**src/rtl/hilo_div_ctrl_pkg.sv**
```systemverilog
// ---------------------------------------------------------------------------
// hilo_pkg -- shared definitions for the HI/LO divide controller.
//   * 3-bit decoded HI/LO opcodes presented by the EX stage
//   * controller state encoding
//   * 32-bit zero word used for reset values
// ---------------------------------------------------------------------------
package hilo_pkg;

   localparam logic [2:0] OP_NOP   = 3'd0;
   localparam logic [2:0] OP_DIV   = 3'd1;
   localparam logic [2:0] OP_DIVU  = 3'd2;
   localparam logic [2:0] OP_MULT  = 3'd3;
   localparam logic [2:0] OP_MULTU = 3'd4;
   localparam logic [2:0] OP_MTHI  = 3'd5;
   localparam logic [2:0] OP_MTLO  = 3'd6;

   typedef enum logic [1:0] {
      ST_IDLE    = 2'd0,
      ST_WAIT    = 2'd1,
      ST_RELEASE = 2'd2
   } hilo_state_t;

   localparam logic [31:0] ZERO_WORD = 32'h0000_0000;

   function automatic logic is_div_op(input logic [2:0] op);
      return (op == OP_DIV) || (op == OP_DIVU);
   endfunction

endpackage

```
**src/rtl/hilo_div_ctrl_if.sv**
```systemverilog
// ---------------------------------------------------------------------------
// hilo_div_ctrl_if -- EX-stage instruction bus plus divider control bus.
//   ex_valid_i/ex_op_i/ex_rs_i/ex_rt_i : decoded EX instruction and operands
//   mul_res_i                           : combinational 64-bit product
//   div_start_o/div_annul_o/div_signed_o: divider controls
//   div_op1_o/div_op2_o                 : latched divider operands
//   div_result_i/div_ready_i            : {remainder, quotient} and its valid
// Modports: slave = the controller, master = EX stage / divider side.
// ---------------------------------------------------------------------------
interface hilo_div_ctrl_if;

   logic        ex_valid_i;
   logic [2:0]  ex_op_i;
   logic [31:0] ex_rs_i;
   logic [31:0] ex_rt_i;
   logic [63:0] mul_res_i;

   logic        div_start_o;
   logic        div_annul_o;
   logic        div_signed_o;
   logic [31:0] div_op1_o;
   logic [31:0] div_op2_o;
   logic [63:0] div_result_i;
   logic        div_ready_i;

   modport slave (
      input  ex_valid_i, ex_op_i, ex_rs_i, ex_rt_i, mul_res_i,
      input  div_result_i, div_ready_i,
      output div_start_o, div_annul_o, div_signed_o, div_op1_o, div_op2_o
   );

   modport master (
      output ex_valid_i, ex_op_i, ex_rs_i, ex_rt_i, mul_res_i,
      output div_result_i, div_ready_i,
      input  div_start_o, div_annul_o, div_signed_o, div_op1_o, div_op2_o
   );

endinterface

```
**src/rtl/hilo_div_ctrl.sv**
```systemverilog
// ---------------------------------------------------------------------------
// hilo_div_ctrl -- owns the architectural HI/LO registers and sequences an
// external multi-cycle divider.
// Ports:
//   clk, rst      : clock (rising edge), synchronous active-low reset
//   bus (slave)   : EX instruction bus and divider control bus
//   flush_i       : pipeline flush, annuls any divide and blocks HI/LO writes
//   stall_i       : downstream stall, EX instruction held
//   hi_o, lo_o    : architectural HI/LO
//   stall_req_o   : stall request while a divide is launching/outstanding
//   state_o       : controller state, for observation
// Optional feature: define HILO_FWD_EN to bypass the value being written this
// cycle onto hi_o/lo_o; otherwise they show registered values only.
//
// Handshake: ex_valid_i qualifies ex_op_i and operands. div_start_o rises on
// the launch edge and stays high until the edge that samples div_ready_i=1
// in WAIT (or a flush/reset); div_ready_i is only accepted in WAIT and
// div_result_i is consumed on that same edge. div_annul_o mirrors flush_i.
// ---------------------------------------------------------------------------
module hilo_div_ctrl
   import hilo_pkg::*;
(
   input  logic           clk,
   input  logic           rst,
   hilo_div_ctrl_if.slave bus,
   input  logic           flush_i,
   input  logic           stall_i,
   output logic [31:0]    hi_o,
   output logic [31:0]    lo_o,
   output logic           stall_req_o,
   output hilo_state_t    state_o
);

   hilo_state_t state_q, state_d;

   logic        div_req;
   logic        launch;
   logic        commit;
   logic        hi_we, lo_we;
   logic [31:0] hi_wdata, lo_wdata;

   logic [31:0] hi_q, lo_q;
   logic        div_start_q, div_signed_q;
   logic [31:0] div_op1_q, div_op2_q;

   assign div_req = bus.ex_valid_i & is_div_op(bus.ex_op_i) & ~flush_i;

   // State register
   always_ff @(posedge clk) begin
      if (!rst) state_q <= ST_IDLE;
      else      state_q <= state_d;
   end

   // Next-state logic
   always_comb begin
      state_d = state_q;
      if (flush_i) begin
         state_d = ST_IDLE;
      end else begin
         case (state_q)
            ST_IDLE:    if (div_req)         state_d = ST_WAIT;
            ST_WAIT:    if (bus.div_ready_i) state_d = ST_RELEASE;
            // The retiring divide leaves only once the pipeline moves on.
            ST_RELEASE: if (!stall_i)        state_d = ST_IDLE;
            default:                         state_d = ST_IDLE;
         endcase
      end
   end

   // Output / write-enable logic
   always_comb begin
      stall_req_o = 1'b0;
      launch      = 1'b0;
      commit      = 1'b0;
      hi_we       = 1'b0;
      lo_we       = 1'b0;
      hi_wdata    = hi_q;
      lo_wdata    = lo_q;
      case (state_q)
         ST_IDLE: begin
            stall_req_o = div_req;
            launch      = div_req;
            if (bus.ex_valid_i && !flush_i && !stall_i) begin
               case (bus.ex_op_i)
                  OP_MTHI: begin
                     hi_we    = 1'b1;
                     hi_wdata = bus.ex_rs_i;
                  end
                  OP_MTLO: begin
                     lo_we    = 1'b1;
                     lo_wdata = bus.ex_rs_i;
                  end
                  OP_MULT, OP_MULTU: begin
                     hi_we    = 1'b1;
                     lo_we    = 1'b1;
                     hi_wdata = bus.mul_res_i[63:32];
                     lo_wdata = bus.mul_res_i[31:0];
                  end
                  default: ;
               endcase
            end
         end
         ST_WAIT: begin
            stall_req_o = 1'b1;
            // A flush on the ready edge discards the result.
            if (bus.div_ready_i && !flush_i) begin
               commit   = 1'b1;
               hi_we    = 1'b1;
               lo_we    = 1'b1;
               hi_wdata = bus.div_result_i[63:32];
               lo_wdata = bus.div_result_i[31:0];
            end
         end
         default: ;
      endcase
      // Reset wins: nothing is written (or forwarded) while rst is low.
      if (!rst) begin
         hi_we = 1'b0;
         lo_we = 1'b0;
      end
   end

   // HI/LO and divider control registers
   always_ff @(posedge clk) begin
      if (!rst) begin
         hi_q         <= ZERO_WORD;
         lo_q         <= ZERO_WORD;
         div_start_q  <= 1'b0;
         div_signed_q <= 1'b0;
         div_op1_q    <= ZERO_WORD;
         div_op2_q    <= ZERO_WORD;
      end else begin
         if (hi_we) hi_q <= hi_wdata;
         if (lo_we) lo_q <= lo_wdata;
         if (flush_i) begin
            div_start_q <= 1'b0;
         end else if (launch) begin
            div_start_q  <= 1'b1;
            div_signed_q <= (bus.ex_op_i == OP_DIV);
            div_op1_q    <= bus.ex_rs_i;
            div_op2_q    <= bus.ex_rt_i;
         end else if (commit) begin
            div_start_q <= 1'b0;
         end
      end
   end

   assign bus.div_start_o  = div_start_q;
   assign bus.div_signed_o = div_signed_q;
   assign bus.div_op1_o    = div_op1_q;
   assign bus.div_op2_o    = div_op2_q;
   assign bus.div_annul_o  = flush_i;
   assign state_o          = state_q;

`ifdef HILO_FWD_EN
   assign hi_o = hi_we ? hi_wdata : hi_q;
   assign lo_o = lo_we ? lo_wdata : lo_q;
`else
   assign hi_o = hi_q;
   assign lo_o = lo_q;
`endif

endmodule

```
**src/flat_wrapper.sv**
```systemverilog
// flat-port wrapper written by rule: the top's interface ports become plain ports
module hilo_div_ctrl_flat import hilo_pkg::*;
  (clk, rst, flush_i, stall_i, hi_o, lo_o, stall_req_o, state_o, bus_ex_valid_i, bus_ex_op_i, bus_ex_rs_i, bus_ex_rt_i, bus_mul_res_i, bus_div_result_i, bus_div_ready_i, bus_div_start_o, bus_div_annul_o, bus_div_signed_o, bus_div_op1_o, bus_div_op2_o);
  hilo_div_ctrl_if bus_i ();
  input  logic clk;
  input  logic rst;
  input  logic flush_i;
  input  logic stall_i;
  output logic [31:0] hi_o;
  output logic [31:0] lo_o;
  output logic stall_req_o;
  output hilo_state_t state_o;
  input wire logic [$bits(bus_i.ex_valid_i)-1:0] bus_ex_valid_i;
  input wire logic [$bits(bus_i.ex_op_i)-1:0] bus_ex_op_i;
  input wire logic [$bits(bus_i.ex_rs_i)-1:0] bus_ex_rs_i;
  input wire logic [$bits(bus_i.ex_rt_i)-1:0] bus_ex_rt_i;
  input wire logic [$bits(bus_i.mul_res_i)-1:0] bus_mul_res_i;
  input wire logic [$bits(bus_i.div_result_i)-1:0] bus_div_result_i;
  input wire logic [$bits(bus_i.div_ready_i)-1:0] bus_div_ready_i;
  output wire logic [$bits(bus_i.div_start_o)-1:0] bus_div_start_o;
  output wire logic [$bits(bus_i.div_annul_o)-1:0] bus_div_annul_o;
  output wire logic [$bits(bus_i.div_signed_o)-1:0] bus_div_signed_o;
  output wire logic [$bits(bus_i.div_op1_o)-1:0] bus_div_op1_o;
  output wire logic [$bits(bus_i.div_op2_o)-1:0] bus_div_op2_o;
  assign bus_i.ex_valid_i = bus_ex_valid_i;
  assign bus_i.ex_op_i = bus_ex_op_i;
  assign bus_i.ex_rs_i = bus_ex_rs_i;
  assign bus_i.ex_rt_i = bus_ex_rt_i;
  assign bus_i.mul_res_i = bus_mul_res_i;
  assign bus_i.div_result_i = bus_div_result_i;
  assign bus_i.div_ready_i = bus_div_ready_i;
  assign bus_div_start_o = bus_i.div_start_o;
  assign bus_div_annul_o = bus_i.div_annul_o;
  assign bus_div_signed_o = bus_i.div_signed_o;
  assign bus_div_op1_o = bus_i.div_op1_o;
  assign bus_div_op2_o = bus_i.div_op2_o;
  hilo_div_ctrl u_core (.clk(clk), .rst(rst), .bus(bus_i), .flush_i(flush_i), .stall_i(stall_i), .hi_o(hi_o), .lo_o(lo_o), .stall_req_o(stall_req_o), .state_o(state_o));
endmodule
```
**config.mk**
```make
export PLATFORM = sky130hd
export DESIGN_NAME = hilo_div_ctrl_flat
export DESIGN_NICKNAME = d
export VERILOG_FILES = /design/src/rtl/hilo_div_ctrl_pkg.sv /design/src/rtl/hilo_div_ctrl_if.sv /design/src/rtl/hilo_div_ctrl.sv /design/src/flat_wrapper.sv
export SDC_FILE = /design/constraint.sdc
export NUM_CORES = 1
export LEC_CHECK = 0
export CAP_MARGIN = 20
export CORE_ASPECT_RATIO = 1.1
export CORE_UTILIZATION = 35
export DETAILED_ROUTE_END_ITERATION = 12
export DONT_BUFFER_PORTS = 1
export GPL_TIMING_DRIVEN = 0
export PLACE_DENSITY = 0.55
export SETUP_SLACK_MARGIN = 0.4
export SLEW_MARGIN = 25
export SYNTH_ARGS = -nofsm -noshare
export SYNTH_HDL_FRONTEND = slang
export SYNTH_SLANG_ARGS = --single-unit
```
**constraint.sdc**
```tcl
create_clock -name clk -period 1.4 [get_ports clk]
set_input_delay 0.21 -clock clk [delete_from_list [all_inputs] [get_ports clk]]
set_output_delay 0.21 -clock clk [all_outputs]
set_load 0.03 [all_outputs]
```
==> results of run 1 <==
-- worst max-delay path, cell delays in order (launching register included) --
cell and delay (ps):
dfxtp_4 410, or3b_4 400, a21oi_4 200, nand2_4 150, buf_12 190, mux2i_1 170
-- power breakdown --
| group | total [mW] | switching, mW | internal [mW] |
|---|---|---|---|
| combinational | 1.04 | 0.505 | 0.537 |
| sequential | 3.88 | 0.225 | 3.65 |
| clock | 5.19 | 1.79 | 3.40 |
-- metal layers --
metal  track usage  part of all wire  vias up
li1              -                 -     2902
met1         0.288              0.39     2802
met2         0.451              0.50      251
met3        0.0830             0.091       30
met4        0.0907             0.020        0
met5             0                 0        -
-- sequential cells by signal, summed over array words and instances, names as in the netlist --
| register | cells |
|---|---|
| u_core.bus.div_op1_o | 32 |
| u_core.bus.div_op2_o | 32 |
| u_core.bus.div_signed_o | 1 |
| u_core.bus.div_start_o | 1 |
| u_core.hi_o | 32 |
| u_core.lo_o | 32 |
| u_core.state_o | 2 |
-- what timing repair did --
| action | in CTS | in global routing |
|---|---|---|
| buffers inserted | 9 | 3 |
| endpoints found under the hold margin | 68 | 0 |
| cloned | 3 | 1 |
| hold buffers | 68 | 0 |
| resized for setup | 293 | 40 |
| pin swaps | 3 | 2 |
| setup endpoints to repair | 264 | 265 |
-- final cells by class --
type                       count  area, um2
fill                        1692       8690
multi-input combinational    574       3460
sequential                   132       3130
timing repair buffer          84        853
buffer                        71        686
clock buffer                  20        447
tap                          238        298
clock inverter                12        228
inverter                       2       7.51
antenna                        1       2.50
-- cell families after synthesis --
group                     synth area share
DFF                                  0.412
and+or+nand+nor                      0.200
buffers and inverters               0.0630
AOI/OAI and AO/OA                    0.224
xor gates and xnor gates           0.00137
muxes                               0.0999
-- placed cells by master (no fill, tap or decap), drive strengths merged, types with 2 or more instances in the layout --
master       Yosys  routed
nand2          198     198
dfxtp          132     132
dlygate4sd3      0      68
o21ai           65      65
a21boi          65      65
nor2            64      64
mux2i           64      64
a31o            64      64
buf             37      57
clkbuf          34      50
nand3           32      32
bufinv           0       6
nand3b           4       4
clkinv           0       4
a21oi            4       4
or3b             3       3
inv              2       3
nand2b           3       3
and3b            2       2
-- final timing paths --
path / endpoint / from
worst max-delay path: u_core.lo_o[28] / u_core.state_o[0]
worst min-delay path: u_core.hi_o[18] / bus_div_result_i[50]
worst max register to register: u_core.lo_o[28] / u_core.state_o[0]
worst min register to register: u_core.bus.div_op1_o[6] / u_core.bus.div_op1_o[6]
-- metrics by stage --
stage	area (um2)	hold slack [ps]	std cells
2_1_floorplan	6570	345	779
3_3_place_gp	6870	346	1017
3_5_place_dp	6870	351	1017
4_1_cts	8980	43.1	1129
5_1_grt	9110	68.3	1134
6_report	9110	59.1	1134
==> reports/metrics.cfg, run 1 <==
[timing]
setup_violations=130
rsz0062_at_grt=yes
final.setup_skew_ps=5.86
worst_pin_slew_ps=762
hold_viol=0
maxSlewViolCount=0
fmax_ghz=0.623
slew_headroom=0.491
period_share=1.15
finalCriticalPeriod_ps=1610
final.setup.tns_ps=-18770
finalWorstSetupSlack_ps=-206

[synthesis]
ys_top_cells_by_area=dfxtp_1 41%, nand2_1 12%, mux2i_1 10%
ys_warn_count=0
syn_avg_cell_area_um2=8.23
synth_edf_count=0
ys.flop_type=dfxtp_1
ys_ff_latch=132
netlist_top_cells_count=197 x nand2_1, 132 x dfxtp_1, 65 x a21boi_1
yosysUniqueCellTypes=31
synth_cells=779
synthArstFlopShare=0
yosysTopAreaCell=dfxtp_1
synth.most_common_cell=nand2_1
syn_area_mm2=0.00641
synth_top_area_frac=0.412
syn-num-nets=980
seq_area_frac_synth=0.412

[drt]
wl_mm=24.8
drc_errors=0
firstDrtPassIters=5
first_iter_violations=279
ant_nets=0
num_vias=5985
viasPerCell=5.28
wl_per_cell_um=21.8

[hold_path]
hold_depth=3
hp-class=in -> reg

[power]
power_leakage_nw=3.71
power.density_mw_per_mm2=1110
finalPower_mw=10.1
max-vdd-ir-drop_mv=0.803

[clock_network]
clock-root-buffer=clkbuf_16
cts_tree=yes
cts_buffers=17
clock_sinks=132
path_clk_slew_ps=60
clk_latency_ps=420
cts_max_path_buffers=2
h-tree-depth=4

[die]
die_h_um=144
dieArea_mm2=0.0189
start_util=0.360
core-area_mm2=0.0178
die_x_um=131
io_pins=335
rows=51

[critical_path]
cp.required_ps=1730
worstPathMaxFanout=10
critPathArrivalTime_ps=1940
rr_worst_depth=5
rrSetupSlack_ps=-210
start_kind=flip-flop
cp-end-kind=flip-flop
crit_type=reg -> reg

[global_route]
first_global_vias=6120
antenna_found_initial=1
grt_max_degree=17
overflow=0
grt_usage=0.257
grt_pass1_wl_mm=35.4

[layout]
finalNetCount=1083
final_util=0.512
area_growth_pct=42.1
layout-drive-gt1-share=0.288

[outcome]
violations=setup timing
status=complete, but fails checks

[place]
gp_congestion=0.807
dp_hpwl_mm=17.8
place_ws_ps=-558
port_buffers=0

[run]
cap_violations=0

Note: power is estimated with default switching activity, not from simulation.
==> run 2, diff against run 1 <==
Settings changed: PLACE_DENSITY 0.55 to 0.53.
Clock period 1.4 ns to 1.6 ns, I/O delays scaled along.
==> run 2 against run 1 <==
Net effect: the run still ends with setup timing left; routed wire length is 2.8% higher; largest cell class unchanged; power is 16% lower; clock skew is 0.53 ps lower; first-iteration DRC count is 2.9% lower; utilization is 0.41 points higher.
==> reports/metrics.cfg, run 2 (same netlist as run 1, synthesis figures left out) <==
[outcome]
status=complete, but fails checks  ; unchanged
violations=setup timing  ; unchanged

[critical_path]
cp-end-kind=flip-flop  ; unchanged
rr_worst_depth=5  ; unchanged
start_kind=flip-flop  ; unchanged
rrSetupSlack_ps=-70  ; was -210 ps
critPathArrivalTime_ps=1990  ; was 1940 ps
r2r-end=u_core.lo_o[10]  ; was u_core.lo_o[28]
crit_type=reg -> reg  ; unchanged
r2r_start=u_core.state_o[0]  ; unchanged
worstPathMaxFanout=10  ; unchanged
cp.required_ps=1920  ; was 1730 ps

[die]
die_x_um=131  ; unchanged
die_h_um=144  ; unchanged
rows=51  ; unchanged
core-area_mm2=0.0178  ; unchanged
dieArea_mm2=0.0189  ; unchanged
io_pins=335  ; unchanged
start_util=0.360  ; unchanged

[clock_network]
cts_buffers=17  ; unchanged
clock-root-buffer=clkbuf_16  ; unchanged
cts_tree=yes  ; unchanged
clk_latency_ps=420  ; about the same
cts_max_path_buffers=2  ; unchanged
path_clk_slew_ps=60  ; about the same
clock_sinks=132  ; unchanged
h-tree-depth=4  ; unchanged

[timing]
worst_pin_slew_ps=825  ; was 762 ps
finalWorstSetupSlack_ps=-68.7  ; was -206 ps
hold_viol=0  ; unchanged
final.setup_skew_ps=5.33  ; was 5.86 ps
slew_headroom=0.449  ; was 0.491
finalCriticalPeriod_ps=1670  ; was 1610 ps
setup_violations=20  ; was 130
rsz0062_at_grt=yes  ; unchanged
maxSlewViolCount=0  ; unchanged
fmax_ghz=0.599  ; was 0.623 GHz
period_share=1.04  ; was 1.15

[drt]
wl_per_cell_um=22.3  ; was 21.8 um
wl_mm=25.5  ; was 24.8 mm
drc_errors=0  ; unchanged
viasPerCell=5.52  ; was 5.28
num_vias=6316  ; was 5985
firstDrtPassIters=5  ; unchanged
ant_nets=0  ; unchanged
first_iter_violations=271  ; was 279

[layout]
final_cell_mix=141 x nand2_1, 113 x dfxtp_2, 66 x dlygate4sd3_1, 64 x nor2_1, 64 x mux2i_1  ; was 187 x nand2_1, 131 x dfxtp_4, 68 x dlygate4sd3_1, 64 x nor2_1, 64 x mux2i_1
finalNetCount=1094  ; was 1083
stdcell_area_mm2=0.00918  ; was 0.00911 mm2
fin_cells=1144  ; was 1134
layout-drive-gt1-share=0.361  ; was 0.288
final_util=0.516  ; was 0.512
area_growth_pct=43.3  ; was 42.1%
diodes=0  ; was 1
final_common_cell=nand2_1  ; unchanged
n_fill_cell=1641  ; was 1692

[place]
dp_hpwl_mm=18.0  ; was 17.8 mm
dpl.cell_count=1017  ; unchanged
place_area_mm2=0.00686  ; was 0.00687 mm2
gp_congestion=0.825  ; was 0.807
port_buffers=0  ; unchanged

[hold_path]
hold_path_end=u_core.bus.div_start_o  ; was u_core.hi_o[18]
hp-class=in -> reg  ; unchanged
hold_depth=2  ; was 3
min_from=flush_i  ; was bus_div_result_i[50]

[global_route]
use_met1=0.290  ; was 0.288
busiest_layer=met2  ; unchanged
grt_max_degree=17  ; unchanged
use_met3=0.0812  ; was 0.0830
grt_usage=0.262  ; was 0.257
overflow=0  ; unchanged
use_met2=0.456  ; was 0.451
antenna_found_initial=0  ; was 1
grt_pass1_wl_mm=36.1  ; was 35.4 mm
first_global_vias=6433  ; was 6120

[power]
max-vdd-ir-drop_mv=0.688  ; was 0.803 mV
power_leakage_nw=3.88  ; was 3.71 nW
power.density_mw_per_mm2=919  ; was 1110 mW/mm2

[run]
cap_violations=0  ; unchanged

## run 2: changes by cell type in the layout (fill, tap and decap cells not counted), sizes merged
cell,change
bufinv,-4
diode,-1
clkbuf,+2
clkinv,+5
dlygate4sd3,-2
buf,+10
## run 2: cell type report
type | count | area, um2 | share of cell area
Tap cell | 238 | 298 | 0.0324
Clock inverter | 13 | 134 | 0.0146
Multi-Input combinational cell | 574 | 3740 | 0.407
Clock buffer | 19 | 443 | 0.0482
Sequential cell | 132 | 2790 | 0.304
Inverter | 2 | 7.51 | 0.000817
Timing Repair Buffer | 95 | 1090 | 0.119
Buffer | 71 | 679 | 0.0740
## run 2: how the worst max path moves through the flow
stage,startpoint,endpoint,slack (ps)
floorplan,u_core.state_o[0],u_core.hi_o[0],150
global placement,u_core.state_o[1],u_core.hi_o[1],-320
detailed placement,u_core.state_o[1],u_core.hi_o[1],-340
CTS,u_core.state_o[1],stall_req_o,-30
global route,u_core.state_o[1],u_core.bus.div_op1_o[26],-120
finish,u_core.state_o[0],u_core.lo_o[10],-70
## run 2: through the flow
step / total power [mW] / setup TNS, ps / setup slack [ps] / hold WS, ps
2_1_floorplan: 4.15 / 0 / 148 / 375
3_3_place_gp: 4.31 / -13590 / -321 / 376
3_5_place_dp: 4.33 / -16180 / -338 / 382
4_1_cts: 8.44 / -254 / -33.2 / 2.20
5_1_grt: 8.74 / -5210 / -118 / 10.9
6_report: 8.44 / -239 / -68.7 / 27.5
## run 2: power by group
group | internal [mW] | switching (mW) | leakage [nW]
combinational | 0.519 | 0.481 | 2.47
clock | 2.33 | 1.54 | 0.287
sequential | 3.37 | 0.199 | 1.12
## run 2: timing repair
item	CTS	global route
setup endpoints to repair	179	198
buffers inserted	15	5
hold buffers	66	0
gates cloned	8	1
pin swaps	19	24
endpoints found under the hold margin	66	0
resized for setup	174	113
## run 2: worst max-delay path, stage by stage (launching register included)
cell and delay [ps]:
dfxtp_4 410, or3b_4 400, a21oi_4 200, nand2_4 160, buf_12 190, mux2i_1 200
## run 2: layer usage
layer / vias to the layer above / part of all wire / wire, um
met2: 318 / 0.50 / 12700
met4: 0 / 0.036 / 916
met3: 59 / 0.087 / 2230
met1: 3021 / 0.38 / 9660
li1: 2918 / - / -
met5: - / 0 / 0
